File: config.mk
export PLATFORM = sky130hd
export DESIGN_NAME = clk_div_gen_flat
export DESIGN_NICKNAME = d
export VERILOG_FILES = /design/src/rtl/clk_div_gen_if.sv /design/src/rtl/clk_div_gen.sv /design/src/flat_wrapper.sv
export SDC_FILE = /design/constraint.sdc
export NUM_CORES = 1
export LEC_CHECK = 0
export BUFFER_PORTS_ARGS = -buffer_cell sky130_fd_sc_hd__buf_2
export CAP_MARGIN = 30
export CELL_PAD_IN_SITES_DETAIL_PLACEMENT = 1
export CELL_PAD_IN_SITES_GLOBAL_PLACEMENT = 2
export CORE_AREA = 5 5 102 143
export CTS_CLUSTER_DIAMETER = 40
export DETAILED_ROUTE_END_ITERATION = 12
export DIE_AREA = 0 0 107 148
export PLACE_DENSITY = 0.84
export SLEW_MARGIN = 20
export SYNTH_ARGS = -nofsm -noshare
export SYNTH_HDL_FRONTEND = slang
export SYNTH_SLANG_ARGS = --single-unit
File: constraint.sdc
create_clock -name clkin -period 3.9 [get_ports clkin]
set_input_delay 0.195 -clock clkin [delete_from_list [all_inputs] [get_ports clkin]]
set_output_delay 0.195 -clock clkin [all_outputs]
set_load 0.02 [all_outputs]
File: src/rtl/clk_div_gen_if.sv
// Control and output bundle of the clock divider / clock-enable generator.
// The master side drives mode, step and divisor loads; the slave side is the divider.
interface clk_div_gen_if #(
  parameter int WIDTH = 26
) ();
  logic             mode;
  logic             step;
  logic [WIDTH-1:0] div_in;
  logic             div_load;
  logic             clkout;
  logic             tick;
  logic             busy;

  modport master (
    output mode, step, div_in, div_load,
    input  clkout, tick, busy
  );

  modport slave (
    input  mode, step, div_in, div_load,
    output clkout, tick, busy
  );
endinterface

File: src/rtl/clk_div_gen.sv
// Run-time programmable clock divider with free-run and single-step modes.
// clkout has a half-period of DIV clkin cycles; tick marks each clkout rising edge.
module clk_div_gen #(
  parameter int          WIDTH       = 26,
  parameter int unsigned DEFAULT_DIV = 10000000
) (
  input  logic           clkin,
  input  logic           rst,
  clk_div_gen_if.slave   bus
);

  typedef enum logic [1:0] {
    IDLE = 2'd0,
    RUN  = 2'd1,
    STEP = 2'd2
  } state_t;

  localparam logic [WIDTH-1:0] ZERO    = {WIDTH{1'b0}};
  localparam logic [WIDTH-1:0] ONE     = {{(WIDTH-1){1'b0}}, 1'b1};
  localparam logic [WIDTH-1:0] DEF_DIV = DEFAULT_DIV[WIDTH-1:0];

  // A divisor of zero has no meaningful period, so it behaves as one.
  function automatic logic [WIDTH-1:0] coerce_div(input logic [WIDTH-1:0] d);
    if (d == ZERO) begin
      coerce_div = ONE;
    end else begin
      coerce_div = d;
    end
  endfunction

  state_t           state_r;
  state_t           state_s;
  logic [WIDTH-1:0] count_r;
  logic [WIDTH-1:0] div_act_r;
  logic [WIDTH-1:0] div_pend_r;
  logic             pend_v_r;
  logic             s1_r;
  logic             s2_r;
  logic             s3_r;
  logic             clkout_r;
  logic             tick_r;

  logic             step_edge_s;
  logic             tc_s;
  logic             reload_s;
  logic [WIDTH-1:0] div_in_c_s;

  assign step_edge_s = s2_r & ~s3_r;
  assign tc_s        = (state_r != IDLE) && (count_r == (div_act_r - ONE));
  assign div_in_c_s  = coerce_div(bus.div_in);
  assign reload_s    = (tc_s || (state_r == IDLE)) && (bus.div_load || pend_v_r);

  assign bus.clkout = clkout_r;
  assign bus.tick   = tick_r;
  assign bus.busy   = (state_r != IDLE);

  // Next-state decode; a period is only abandoned on the falling-edge terminal count.
  always_comb begin
    state_s = state_r;
    case (state_r)
      IDLE: begin
        if (!bus.mode) begin
          state_s = RUN;
        end else if (step_edge_s) begin
          state_s = STEP;
        end else begin
          state_s = IDLE;
        end
      end
      RUN: begin
        if (tc_s && clkout_r && bus.mode) begin
          state_s = IDLE;
        end else begin
          state_s = RUN;
        end
      end
      STEP: begin
        if (tc_s && clkout_r) begin
          state_s = IDLE;
        end else begin
          state_s = STEP;
        end
      end
      default: begin
        state_s = IDLE;
      end
    endcase
  end

  // State register.
  always_ff @(posedge clkin) begin
    if (rst) begin
      state_r <= IDLE;
    end else begin
      state_r <= state_s;
    end
  end

  // Step synchroniser plus half-period counter and output waveform.
  always_ff @(posedge clkin) begin
    if (rst) begin
      s1_r     <= 1'b0;
      s2_r     <= 1'b0;
      s3_r     <= 1'b0;
      count_r  <= ZERO;
      clkout_r <= 1'b0;
      tick_r   <= 1'b0;
    end else begin
      s1_r <= bus.step;
      s2_r <= s1_r;
      s3_r <= s2_r;
      if (state_r == IDLE) begin
        count_r  <= ZERO;
        clkout_r <= 1'b0;
        tick_r   <= 1'b0;
      end else if (tc_s) begin
        count_r  <= ZERO;
        clkout_r <= ~clkout_r;
        tick_r   <= ~clkout_r;
      end else begin
        count_r  <= count_r + ONE;
        tick_r   <= 1'b0;
      end
    end
  end

  // Divisor staging: a load waits for a half-period boundary (or IDLE) before it is applied.
  always_ff @(posedge clkin) begin
    if (rst) begin
      div_act_r  <= DEF_DIV;
      div_pend_r <= DEF_DIV;
      pend_v_r   <= 1'b0;
    end else begin
      if (bus.div_load) begin
        div_pend_r <= div_in_c_s;
      end else begin
        div_pend_r <= div_pend_r;
      end
      if (reload_s) begin
        div_act_r <= bus.div_load ? div_in_c_s : div_pend_r;
        pend_v_r  <= 1'b0;
      end else if (bus.div_load) begin
        div_act_r <= div_act_r;
        pend_v_r  <= 1'b1;
      end else begin
        div_act_r <= div_act_r;
        pend_v_r  <= pend_v_r;
      end
    end
  end

endmodule
File: src/flat_wrapper.sv
// flat-port wrapper written by rule: the top's interface ports become plain ports
module clk_div_gen_flat 
#(
  parameter int          WIDTH       = 26,
  parameter int unsigned DEFAULT_DIV = 10000000
)
  (clkin, rst, bus_mode, bus_step, bus_div_in, bus_div_load, bus_clkout, bus_tick, bus_busy);
  clk_div_gen_if #(.WIDTH(WIDTH)) bus_i ();
  input  logic clkin;
  input  logic rst;
  input wire logic [$bits(bus_i.mode)-1:0] bus_mode;
  input wire logic [$bits(bus_i.step)-1:0] bus_step;
  input wire logic [$bits(bus_i.div_in)-1:0] bus_div_in;
  input wire logic [$bits(bus_i.div_load)-1:0] bus_div_load;
  output wire logic [$bits(bus_i.clkout)-1:0] bus_clkout;
  output wire logic [$bits(bus_i.tick)-1:0] bus_tick;
  output wire logic [$bits(bus_i.busy)-1:0] bus_busy;
  assign bus_i.mode = bus_mode;
  assign bus_i.step = bus_step;
  assign bus_i.div_in = bus_div_in;
  assign bus_i.div_load = bus_div_load;
  assign bus_clkout = bus_i.clkout;
  assign bus_tick = bus_i.tick;
  assign bus_busy = bus_i.busy;
  clk_div_gen #(.WIDTH(WIDTH), .DEFAULT_DIV(DEFAULT_DIV)) u_core (.clkin(clkin), .rst(rst), .bus(bus_i));
endmodule
==> flow_summary.yaml <==
setup_path:
  crit_family: "compound AO/OA/AOI/OAI gates"
  cp-startpoint: "u_core.div_act_r[0]$_SDFFE_PP0P_"
  crit_type: "flip-flop to flip-flop"
  crit_fanout: 26
  r2r_slack_ns: 0.48
  r2r_end: "u_core.div_act_r[9]$_SDFFE_PP1P_"
  cp_data_required_time_ns: 4.13
  startpoint_type: "flip-flop"
  end_kind: "flip-flop"
  cpPeakStageDelay_ns: 0.53
  crit_chain: "inv_1, ha_1, nor4b_1, nand4_1, o211a_1, o211ai_2, nor2_4, and4_1, buf_4, o41a_1"
  slowest_stage: "o211ai_2"
  worst_ep_arrival_time_ns: 3.65
  reg2reg_from: "u_core.div_act_r[0]$_SDFFE_PP0P_"
  reg2reg_depth: 10
  cp_num_buf_inv: 2
logic_synthesis:
  ys_types: 58
  synth_area_sq_um: 4770
  synthTopCellsByCount: "dfxtp_1, nor2_1, nor4_1"
  yosysMostFrequentCell: "dfxtp_1"
  ys_ff_latch: 86
  yosysTopAreaCell: "dfxtp_1"
  synth_nets: 585
  synth_ff_type: "dfxtp_1"
  netlist_instances: 552
  ys_seq_area_frac: 0.361
  synth_warnings: 0
  netlist.area_leader.share: 0.361
  syn_area_per_cell_sq_um: 8.63
  synth_area_leaders: "dfxtp_1, xor2_1, nor4_1"
  synth_edf_count: 0
  ys_async_sr_fraction: 0
cells_and_area:
  final_nets: 604
  syn_to_final_growth_pct: 12.3
  utilization: 0.407
  fillCellCount: 1549
  drive_gt1_frac: 0.135
  n_antenna_cell: 0
sta:
  report.final.slew_viol_count: 0
  rsz0062_at_grt: "no"
  tns_ns: 0
  fin_crit_ns: 3.42
  finalCritPeriodShare: 0.876
  hold_violations: 0
  fmax_ghz: 0.293
  worstMarginPinSlew_ns: 0.818
  setup_ws_ns: 0.485
  fin_worst_skew_ns: 0.0116
  timing.slew.headroom: 0.455
  finalSetupViolCount: 0
power_and_ir_drop:
  switching_share: 0.289
  total_power_w: 0.00216
  pwr-share-clk: 0.418
  pwr-share-seq: 0.444
  p_int_w: 0.00153
  p_comb_frac: 0.138
  power_density_nw_per_um2: 403
  cellLeakagePower_nw: 1.87
  p_sw_w: 0.000623
  ir_worst_vdd_v: 0.000196
hold_path:
  worstHoldEndpoint: "u_core.s1_r$_SDFF_PP0_"
  worstHoldPathType: "input port to flip-flop"
  hold_depth: 2
  min-delay-start: "bus_step"
detailed_routing:
  wl_per_cell_um: 19.4
  ant_nets: 0
  via_count: 4271
  drt_iter0_drc: 289
  avgViaCountPerCell: 5.83
  drc: 0
  dr.pass1.iters: 5
  wirelength_um: 14200
placed_design:
  post-place-ws_ns: 0.534
  dp_hpwl_um: 10600
  globalplace.congestion: 0.873
  port_buffers: 33
die:
  initial_utilization: 0.363
  die-area_sq_um: 15800
  chipWidth_um: 107
  core_sq_um: 13100
  pin_count: 34
  die_y_um: 148
  row_count: 50
global_routing:
  grt_max_degree: 48
  grt_overflow: 0
  grt_pass1_wl_um: 23300
  antenna_found_initial: 0
  first_global_vias: 4479
  grt_usage: 0.183
clock_tree:
  cts_htree_levels: 3
  cts_tree: "yes"
  cts_root_buf: "clkbuf_16"
  cts-buffers-inserted: 9
  clockBufferDepth: 2
  cts_hold_buffers: 0
  path_clk_slew_ns: 0.07
  clkLatencyLatePin_ns: 0.35
  cts_setup_buffers: 0
  numClockSinks: 86
  cts_resized: 0
run:
  cap_violations: 0
status:
  status: "finished, final reports clean"
## worst max-delay path by stage
| stage | end | cells after the start |
|---|---|---|
| 4_1_cts | u_core.div_act_r[23]$_SDFFE_PP1P_ | 10 |
| 3_5_place_dp | u_core.div_act_r[23]$_SDFFE_PP1P_ | 10 |
| 6_report | u_core.div_act_r[9]$_SDFFE_PP1P_ | 10 |
| 5_1_grt | u_core.div_act_r[9]$_SDFFE_PP1P_ | 10 |
| 3_3_place_gp | u_core.div_act_r[10]$_SDFFE_PP1P_ | 8 |
| 2_1_floorplan | u_core.div_act_r[23]$_SDFFE_PP1P_ | 12 |
## area by class of cell
class | count | area, sq um | share of cell area
Sequential cell | 86 | 1720 | 0.322
Timing Repair Buffer | 47 | 268 | 0.0500
Tap cell | 156 | 195 | 0.0365
Multi-Input combinational cell | 411 | 2800 | 0.524
Clock inverter | 7 | 80.1 | 0.0150
Inverter | 16 | 60.1 | 0.0112
Clock buffer | 9 | 225 | 0.0421
## logic make-up after synthesis
family                     Yosys count  synth area share
AOI/OAI and AO/OA                   95             0.156
xor gates and xnor gates            59             0.108
buffers and inverters               55            0.0538
adders and majority gates            2           0.00525
muxes                               17            0.0357
DFF                                 86             0.361
and+or+nand+nor                    238             0.279
## registers in the layout, indices dropped and copies added (netlist names)
register	flops
u_core.bus.clkout	1
u_core.bus.tick	1
u_core.count_r	26
u_core.div_act_r	26
u_core.div_pend_r	26
u_core.pend_v_r	1
u_core.s1_r	1
u_core.s2_r	1
u_core.s3_r	1
u_core.state_r	2
## layout by cell type (no fill, tap or decap), types with 17 or more instances in the layout
cell type	count
xnor2_1	28
nor2_1	62
xor2_1	31
a32oi_1	17
nand2_1	24
nand3b_1	18
buf_2	33
nor4_1	41
dfxtp_1	86
mux2i_1	17
## stage by stage
step | area, sq um | std cells | hold slack, ns
after CTS | 5350 | 731 | 0.0501
after floorplan | 4770 | 552 | 0.302
after global placement | 5040 | 715 | 0.405
final | 5350 | 732 | 0.0544
after detailed placement | 5040 | 715 | 0.415
after global routing | 5350 | 732 | 0.0645
## power by group through the flow
stage                     logic, W  registers (W)  clock network, W
final                     0.000298       0.000958          0.000901
after global routing      0.000326       0.000961          0.000954
after CTS                 0.000298       0.000957          0.000920
after detailed placement  0.000295       0.000976                 0
after global placement    0.000285       0.000975                 0
after floorplan           0.000217       0.000958                 0
## metal layers
layer / GRT usage / wire length [um]
met5: 0 / 0
met4: 0.0729 / 460
met3: 0.0275 / 352
met2: 0.339 / 7400
met1: 0.209 / 5980
(Power assumes the default switching activity.)
